<file path="src/rtl/ntt_job_sequencer_pkg.sv">
// Shared definitions for the NTT job sequencer: FSM state encoding, job counter width
// and the bit-reversal helper used by the optional NTT_SEQ_BITREV_OUT_EN read order.
package ntt_job_sequencer_pkg;

  typedef logic [1:0] seq_state_t;

  // state    | meaning
  // LOAD     | accept input beats and write them into the core
  // START    | single-cycle start pulse to the core
  // COMPUTE  | wait for the core's completion pulse
  // DRAIN    | read results out of the core into the output stream
  localparam seq_state_t ST_LOAD    = 2'd0;
  localparam seq_state_t ST_START   = 2'd1;
  localparam seq_state_t ST_COMPUTE = 2'd2;
  localparam seq_state_t ST_DRAIN   = 2'd3;

  localparam int JOB_CNT_W = 16;

  // Reverses the low 'width' bits of value; bits above 'width' come back as zero.
  function automatic logic [15:0] bit_reverse(input logic [15:0] value, input int width);
    logic [15:0] src;
    logic [15:0] res;
    src = value;
    res = '0;
    for (int i = 0; i < 16; i++) begin
      if (i < width) begin
        res = {res[14:0], src[0]};
        src = {1'b0, src[15:1]};
      end
    end
    return res;
  endfunction

endpackage

</file>
<file path="src/rtl/ntt_job_sequencer_out.sv">
// Two-entry output FIFO (ntt_out_skid_fifo) holding core read data on its way to the
// result stream; the head entry stays put until it is popped.
module ntt_out_skid_fifo #(
  parameter int WIDTH = 32
) (
  input  logic             clk,
  input  logic             rst_n,
  input  logic             push,
  input  logic [WIDTH-1:0] push_data,
  input  logic             push_last,
  input  logic             pop,
  output logic             out_valid,
  output logic [WIDTH-1:0] out_data,
  output logic             out_last,
  output logic [1:0]       count
);

  logic [WIDTH:0] entry0;
  logic [WIDTH:0] entry1;
  logic           wr_ptr;
  logic           rd_ptr;

  always_ff @(posedge clk or negedge rst_n) begin
    if (!rst_n) begin
      entry0 <= '0;
      entry1 <= '0;
      wr_ptr <= 1'b0;
      rd_ptr <= 1'b0;
      count  <= 2'd0;
    end else begin
      if (push) begin
        if (wr_ptr) entry1 <= {push_last, push_data};
        else        entry0 <= {push_last, push_data};
        wr_ptr <= ~wr_ptr;
      end
      if (pop) rd_ptr <= ~rd_ptr;
      case ({push, pop})
        2'b10:   count <= count + 2'd1;
        2'b01:   count <= count - 2'd1;
        default: count <= count;
      endcase
    end
  end

  assign out_valid = (count != 2'd0);
  assign {out_last, out_data} = rd_ptr ? entry1 : entry0;

endmodule

</file>
<file path="src/rtl/ntt_job_sequencer.sv">
// NTT job sequencer: loads N coefficients into the core, starts it, waits for done and
// streams the results out. Define NTT_SEQ_BITREV_OUT_EN to read results in bit-reversed order.
module ntt_job_sequencer
  import ntt_job_sequencer_pkg::*;
#(
  parameter int N          = 256,
  parameter int WIDTH      = 32,
  parameter int ADDR_WIDTH = 8
) (
  input  logic                  clk,
  input  logic                  rst_n,
  input  logic                  in_valid,
  output logic                  in_ready,
  input  logic [WIDTH-1:0]      in_data,
  output logic                  out_valid,
  input  logic                  out_ready,
  output logic [WIDTH-1:0]      out_data,
  output logic                  out_last,
  output logic                  core_start,
  input  logic                  core_done,
  input  logic                  core_busy,
  output logic                  core_load_coeff,
  output logic [ADDR_WIDTH-1:0] core_load_addr,
  output logic [WIDTH-1:0]      core_load_data,
  output logic [ADDR_WIDTH-1:0] core_read_addr,
  input  logic [WIDTH-1:0]      core_read_data,
  output logic                  seq_busy,
  output logic [JOB_CNT_W-1:0]  job_count
);

  localparam logic [ADDR_WIDTH-1:0] LAST_IDX = ADDR_WIDTH'(N - 1);
  localparam logic [ADDR_WIDTH:0]   RD_END   = (ADDR_WIDTH + 1)'(N);

  seq_state_t            state;
  logic [ADDR_WIDTH-1:0] load_cnt;
  logic [ADDR_WIDTH:0]   rd_cnt;
  logic                  rd_pending;
  logic                  rd_pending_last;
  logic [1:0]            fifo_count;
  logic                  load_fire;
  logic                  rd_issue;
  logic                  pop;
  logic                  core_busy_unused;

  // Completion is signalled by core_done alone; the busy flag carries no control meaning here.
  assign core_busy_unused = core_busy;

  assign load_fire       = (state == ST_LOAD) && in_valid;
  assign in_ready        = (state == ST_LOAD);
  assign core_load_coeff = load_fire;
  assign core_load_addr  = load_cnt;
  assign core_load_data  = load_fire ? in_data : '0;
  assign core_start      = (state == ST_START);
  assign seq_busy        = !((state == ST_LOAD) && (load_cnt == '0));
  assign pop             = out_valid && out_ready;

  // Occupancy is taken net of this cycle's pop so a continuously ready sink gets one beat per cycle.
  assign rd_issue = (state == ST_DRAIN) && (rd_cnt != RD_END) &&
                    (({1'b0, fifo_count} + {2'b00, rd_pending} - {2'b00, pop}) < 3'd2);

`ifdef NTT_SEQ_BITREV_OUT_EN
  assign core_read_addr = ADDR_WIDTH'(bit_reverse(16'(rd_cnt[ADDR_WIDTH-1:0]), ADDR_WIDTH));
`else
  assign core_read_addr = rd_cnt[ADDR_WIDTH-1:0];
`endif

  always_ff @(posedge clk or negedge rst_n) begin
    if (!rst_n) begin
      state           <= ST_LOAD;
      load_cnt        <= '0;
      rd_cnt          <= '0;
      rd_pending      <= 1'b0;
      rd_pending_last <= 1'b0;
      job_count       <= '0;
    end else begin
      rd_pending      <= rd_issue;
      rd_pending_last <= rd_issue && (rd_cnt == {1'b0, LAST_IDX});
      case (state)
        ST_LOAD: begin
          if (load_fire) begin
            if (load_cnt == LAST_IDX) begin
              load_cnt <= '0;
              state    <= ST_START;
            end else begin
              load_cnt <= load_cnt + 1'b1;
            end
          end
        end
        ST_START: state <= ST_COMPUTE;
        ST_COMPUTE: begin
          if (core_done) state <= ST_DRAIN;
        end
        ST_DRAIN: begin
          if (rd_issue) rd_cnt <= rd_cnt + 1'b1;
          if (pop && out_last) begin
            state     <= ST_LOAD;
            rd_cnt    <= '0;
            job_count <= job_count + 1'b1;
          end
        end
        default: state <= ST_LOAD;
      endcase
    end
  end

  ntt_out_skid_fifo #(
    .WIDTH(WIDTH)
  ) u_out_fifo (
    .clk       (clk),
    .rst_n     (rst_n),
    .push      (rd_pending),
    .push_data (core_read_data),
    .push_last (rd_pending_last),
    .pop       (pop),
    .out_valid (out_valid),
    .out_data  (out_data),
    .out_last  (out_last),
    .count     (fifo_count)
  );

endmodule

</file>
<file path="config.mk">
export PLATFORM = sky130hd
export DESIGN_NAME = ntt_job_sequencer
export DESIGN_NICKNAME = d
export VERILOG_FILES = /design/src/rtl/ntt_job_sequencer_pkg.sv /design/src/rtl/ntt_job_sequencer_out.sv /design/src/rtl/ntt_job_sequencer.sv
export SDC_FILE = /design/constraint.sdc
export NUM_CORES = 1
export LEC_CHECK = 0
export BUFFER_PORTS_ARGS = -buffer_cell sky130_fd_sc_hd__buf_2
export CAP_MARGIN = 20
export CORE_MARGIN = 8
export CORE_UTILIZATION = 50
export DETAILED_ROUTE_END_ITERATION = 16
export PLACE_DENSITY = 0.79
export RECOVER_POWER = 100
export SYNTH_ARGS = -nofsm -noshare
export SYNTH_HDL_FRONTEND = slang
export SYNTH_SLANG_ARGS = --single-unit
</file>
<file path="constraint.sdc">
create_clock -name clk -period 3.2 [get_ports clk]
set_input_delay 0.16 -clock clk [delete_from_list [all_inputs] [get_ports clk]]
set_output_delay 0.16 -clock clk [all_outputs]
set_load 0.01 [all_outputs]
</file>
==> impl_metrics.csv <==
group,metric,value,unit
run_status,status,"complete, but fails checks",
run_status,violations,"max-capacitance violations, max-slew violations",
cells_and_area,area_growth,18.37,%
worst_hold_path,min_path_type,"in2reg",
cts,cts_root_buf,"clkbuf_8",
global_routing,grt_pass1_wl,21.19,mm
die,dieArea,0.01396,mm^2
synth,synth_commonest_cells,"dfrtp_1, mux2_2, and3_1",
timing,period_share,0.8991,
cells_and_area,layout.area.seq,0.002678,mm^2
setup_path,worstPathRequired,3440,ps
global_routing,groute.usage.overall,0.1863,
synth,yosys.area.top_type,"dfrtp_1",
timing,setup_viol,0,
worst_hold_path,hold_depth,2,
placement,dp_hpwl,9.558,mm
power_and_ir_drop,ir_worst_vdd,0.0002988,V
die,io_pins,172,
placement,gp_congestion,0.9002,
timing,worst_pin_slew,1961,ps
global_routing,grt_pass1_vias,4312,
detailed_routing,dr.pass1.iters,4,
cts,clock_path_buffers,2,
timing,drv_slew,142,
detailed_routing,routed_wl,12.84,mm
timing,layout_setup_ws,322.8,ps
synth,ys_seq_area_frac,0.5132,
setup_path,crit_type,"reg2reg",
detailed_routing,route.detailed.drc,0,
cells_and_area,drive_gt1_frac,0.3242,
synth,synth_ff_type,"dfrtp_1",
synth,synth_fp_nets,504,
die,coreArea,0.01023,mm^2
power_and_ir_drop,finalPower,2.554,mW
timing,setup_tns,0,ps
setup_path,critPathMaxFanout,9,
die,die_width,118.2,um
global_routing,grt_overflow,0,
synth,synth-edff-count,0,
setup_path,cp.arrival,3110,ps
synth,yosys-top-cells-area,"dfrtp_1, mux2_2, and3_1",
run,max_cap_violations,3,
cts,clock_latency,360,ps
die,die_height,118.2,um
die,start_util,0.5100,
cells_and_area,nets,662,
detailed_routing,first_iter_violations,198,
synth,ys_ff_latch,107,
power_and_ir_drop,power_density,413.6,mW/mm^2
power_and_ir_drop,p_leak,3.022,nW
detailed_routing,routed-via-count,3892,
synth,post_synth_inst_count,423,
placement,placed_area,0.006137,mm^2
global_routing,antenna_found_initial,0,
cells_and_area,final_area,0.006176,mm^2
timing,final.min_clock_period,2877,ps
detailed_routing,wl_per_cell,17.78,um
timing,slew_headroom,-0.3074,
synth,post-synth-top-count-cell,"dfrtp_1",
setup_path,crit_start,"u_out_fifo.count[1]$_DFFE_PN0P_",
timing,finalHoldViolCount,0,
synth,ys.warnings.count,0,
cts,clk_pin_slew,100,ps
global_routing,grt_max_degree,81,
synth,ys_types,44,
setup_path,reg2reg_from,"u_out_fifo.count[1]$_DFFE_PN0P_",
cts,cts_tree,"yes",
cells_and_area,final.fill_count,883,
worst_hold_path,hp-start,"core_read_data[21]",
setup_path,rr_worst_depth,9,
synth,syn-cell-area,0.005218,mm^2
cts,numClockSinks,107,
placement,dp_slack,380.7,ps
cts,cts_buffers,9,
detailed_routing,viasPerCell,5.391,
timing,timing.fmax,347.6,MHz
synth,async_flop_share,1.000,
setup_path,critPathCaptureType,"register",
cts,post_cts_resized,0,
timing,rsz0062_at_grt,"no",
synth,synth_top_area_frac,0.5132,
cells_and_area,antennaDiodeCount,0,
die,rows,37,
placement,io_buffers,170,
setup_path,regToRegSetupSlack,320,ps
cells_and_area,multiInputGateArea,0.002327,mm^2
timing,finClkSkew,9.631,ps
detailed_routing,drt.antenna.violating_nets,0,
cts,htree_levels,3,
synth,syn_avg_cell_area,12.33,um^2
setup_path,startpoint_type,"register",
per-layer routing:
layer,routed length (um),vias up,track usage
met1,5160,1907,0.2046
met5,0,-,0
met3,1097,14,0.07568
met4,208,0,0.06886
met2,6369,153,0.3183
li1,-,1818,-
power breakdown:
group          total [mW]  internal [mW]  switching, mW  leakage, nW
Clock               0.838          0.388          0.450        0.100
Combinational       0.251          0.110          0.141         1.53
Sequential           1.46           1.40         0.0616         1.40
Total                2.55           1.90          0.652         3.02
area by class of cell:
cell class,instances,area share
clock buffer,11,0.02289
inverter,9,0.005470
multi-input combinational,276,0.3768
clock inverter,5,0.009724
tap,136,0.02755
sequential,107,0.4335
timing repair buffer,178,0.1240
metrics by stage:
stage	std cells	hold slack [ps]	utilization
4_1_cts	721	21.72	0.6205
5_1_grt	722	20.23	0.6036
3_5_place_dp	704	391.0	0.5999
6_report	722	38.93	0.6036
3_3_place_gp	704	374.2	0.5999
2_1_floorplan	423	-135.6	-
sequential cells by signal (all words and copies together) (netlist names):
register           cells
u_out_fifo.entry0     33
u_out_fifo.entry1     33
job_count             16
rd_cnt                 9
core_load_addr         8
state                  2
u_out_fifo.count       2
rd_pending             1
rd_pending_last        1
u_out_fifo.rd_ptr      1
u_out_fifo.wr_ptr      1
critical path, cell delays in order (launching register included):
cell and delay (ps):
dfrtp_1 520, nand2_1 90, nor2_1 210, a21oi_1 120
nand2b_1 180, fa_1 490, nand2_1 50, a211oi_1 560
or2_0 390, o21ai_0 140
repair_timing:
item,4_1_cts,5_1_grt
hold buffers,1,0
hold endpoints to repair,31,0
buffers inserted,0,0
worst paths after layout:
kind / endpoint
setup / recovery: rd_cnt[0]$_DFFE_PN0P_
hold / removal: u_out_fifo.entry1[21]$_DFFE_PN0P_
setup reg to reg: rd_cnt[0]$_DFFE_PN0P_
hold reg to reg: job_count[14]$_DFFE_PN0P_
max in group asynchronous: job_count[4]$_DFFE_PN0P_
min in group asynchronous: u_out_fifo.entry0[2]$_DFFE_PN0P_
layout by cell type (no fill, tap or decap), drive strengths merged, types with 2 or more instances in the layout:
cell type and n:
nand2 15, nand4 9, mux2i 2, nor4b 4, buf 69, xnor2 15
nor3 2, and2 2, ha 10, xor2 10, mux2 100, o21ai 8
nor2 9, o22ai 2, nor4 4, nand2b 2, a211oi 2, o21a 2
a21oi 6, nand3 14, inv 11, and3 39, dfrtp 107, or2 2
and4 4, a31oi 4, nor2b 2, clkbuf 119
kinds of logic (layout without fill, tap and decap cells):
kind of cell / count (synthesis) / count (layout) / synth area share
AO/OA/AOI/OAI: 29 / 29 / 0.03453
XOR/XNOR: 25 / 25 / 0.04197
adder cells (fa/ha/maj): 11 / 11 / 0.02782
buffers and inverters: 40 / 203 / 0.03645
flip-flops: 107 / 107 / 0.5132
multiplexers: 102 / 102 / 0.2228
AND/OR/NAND/NOR: 109 / 109 / 0.1233
(Power assumes the default switching activity.)
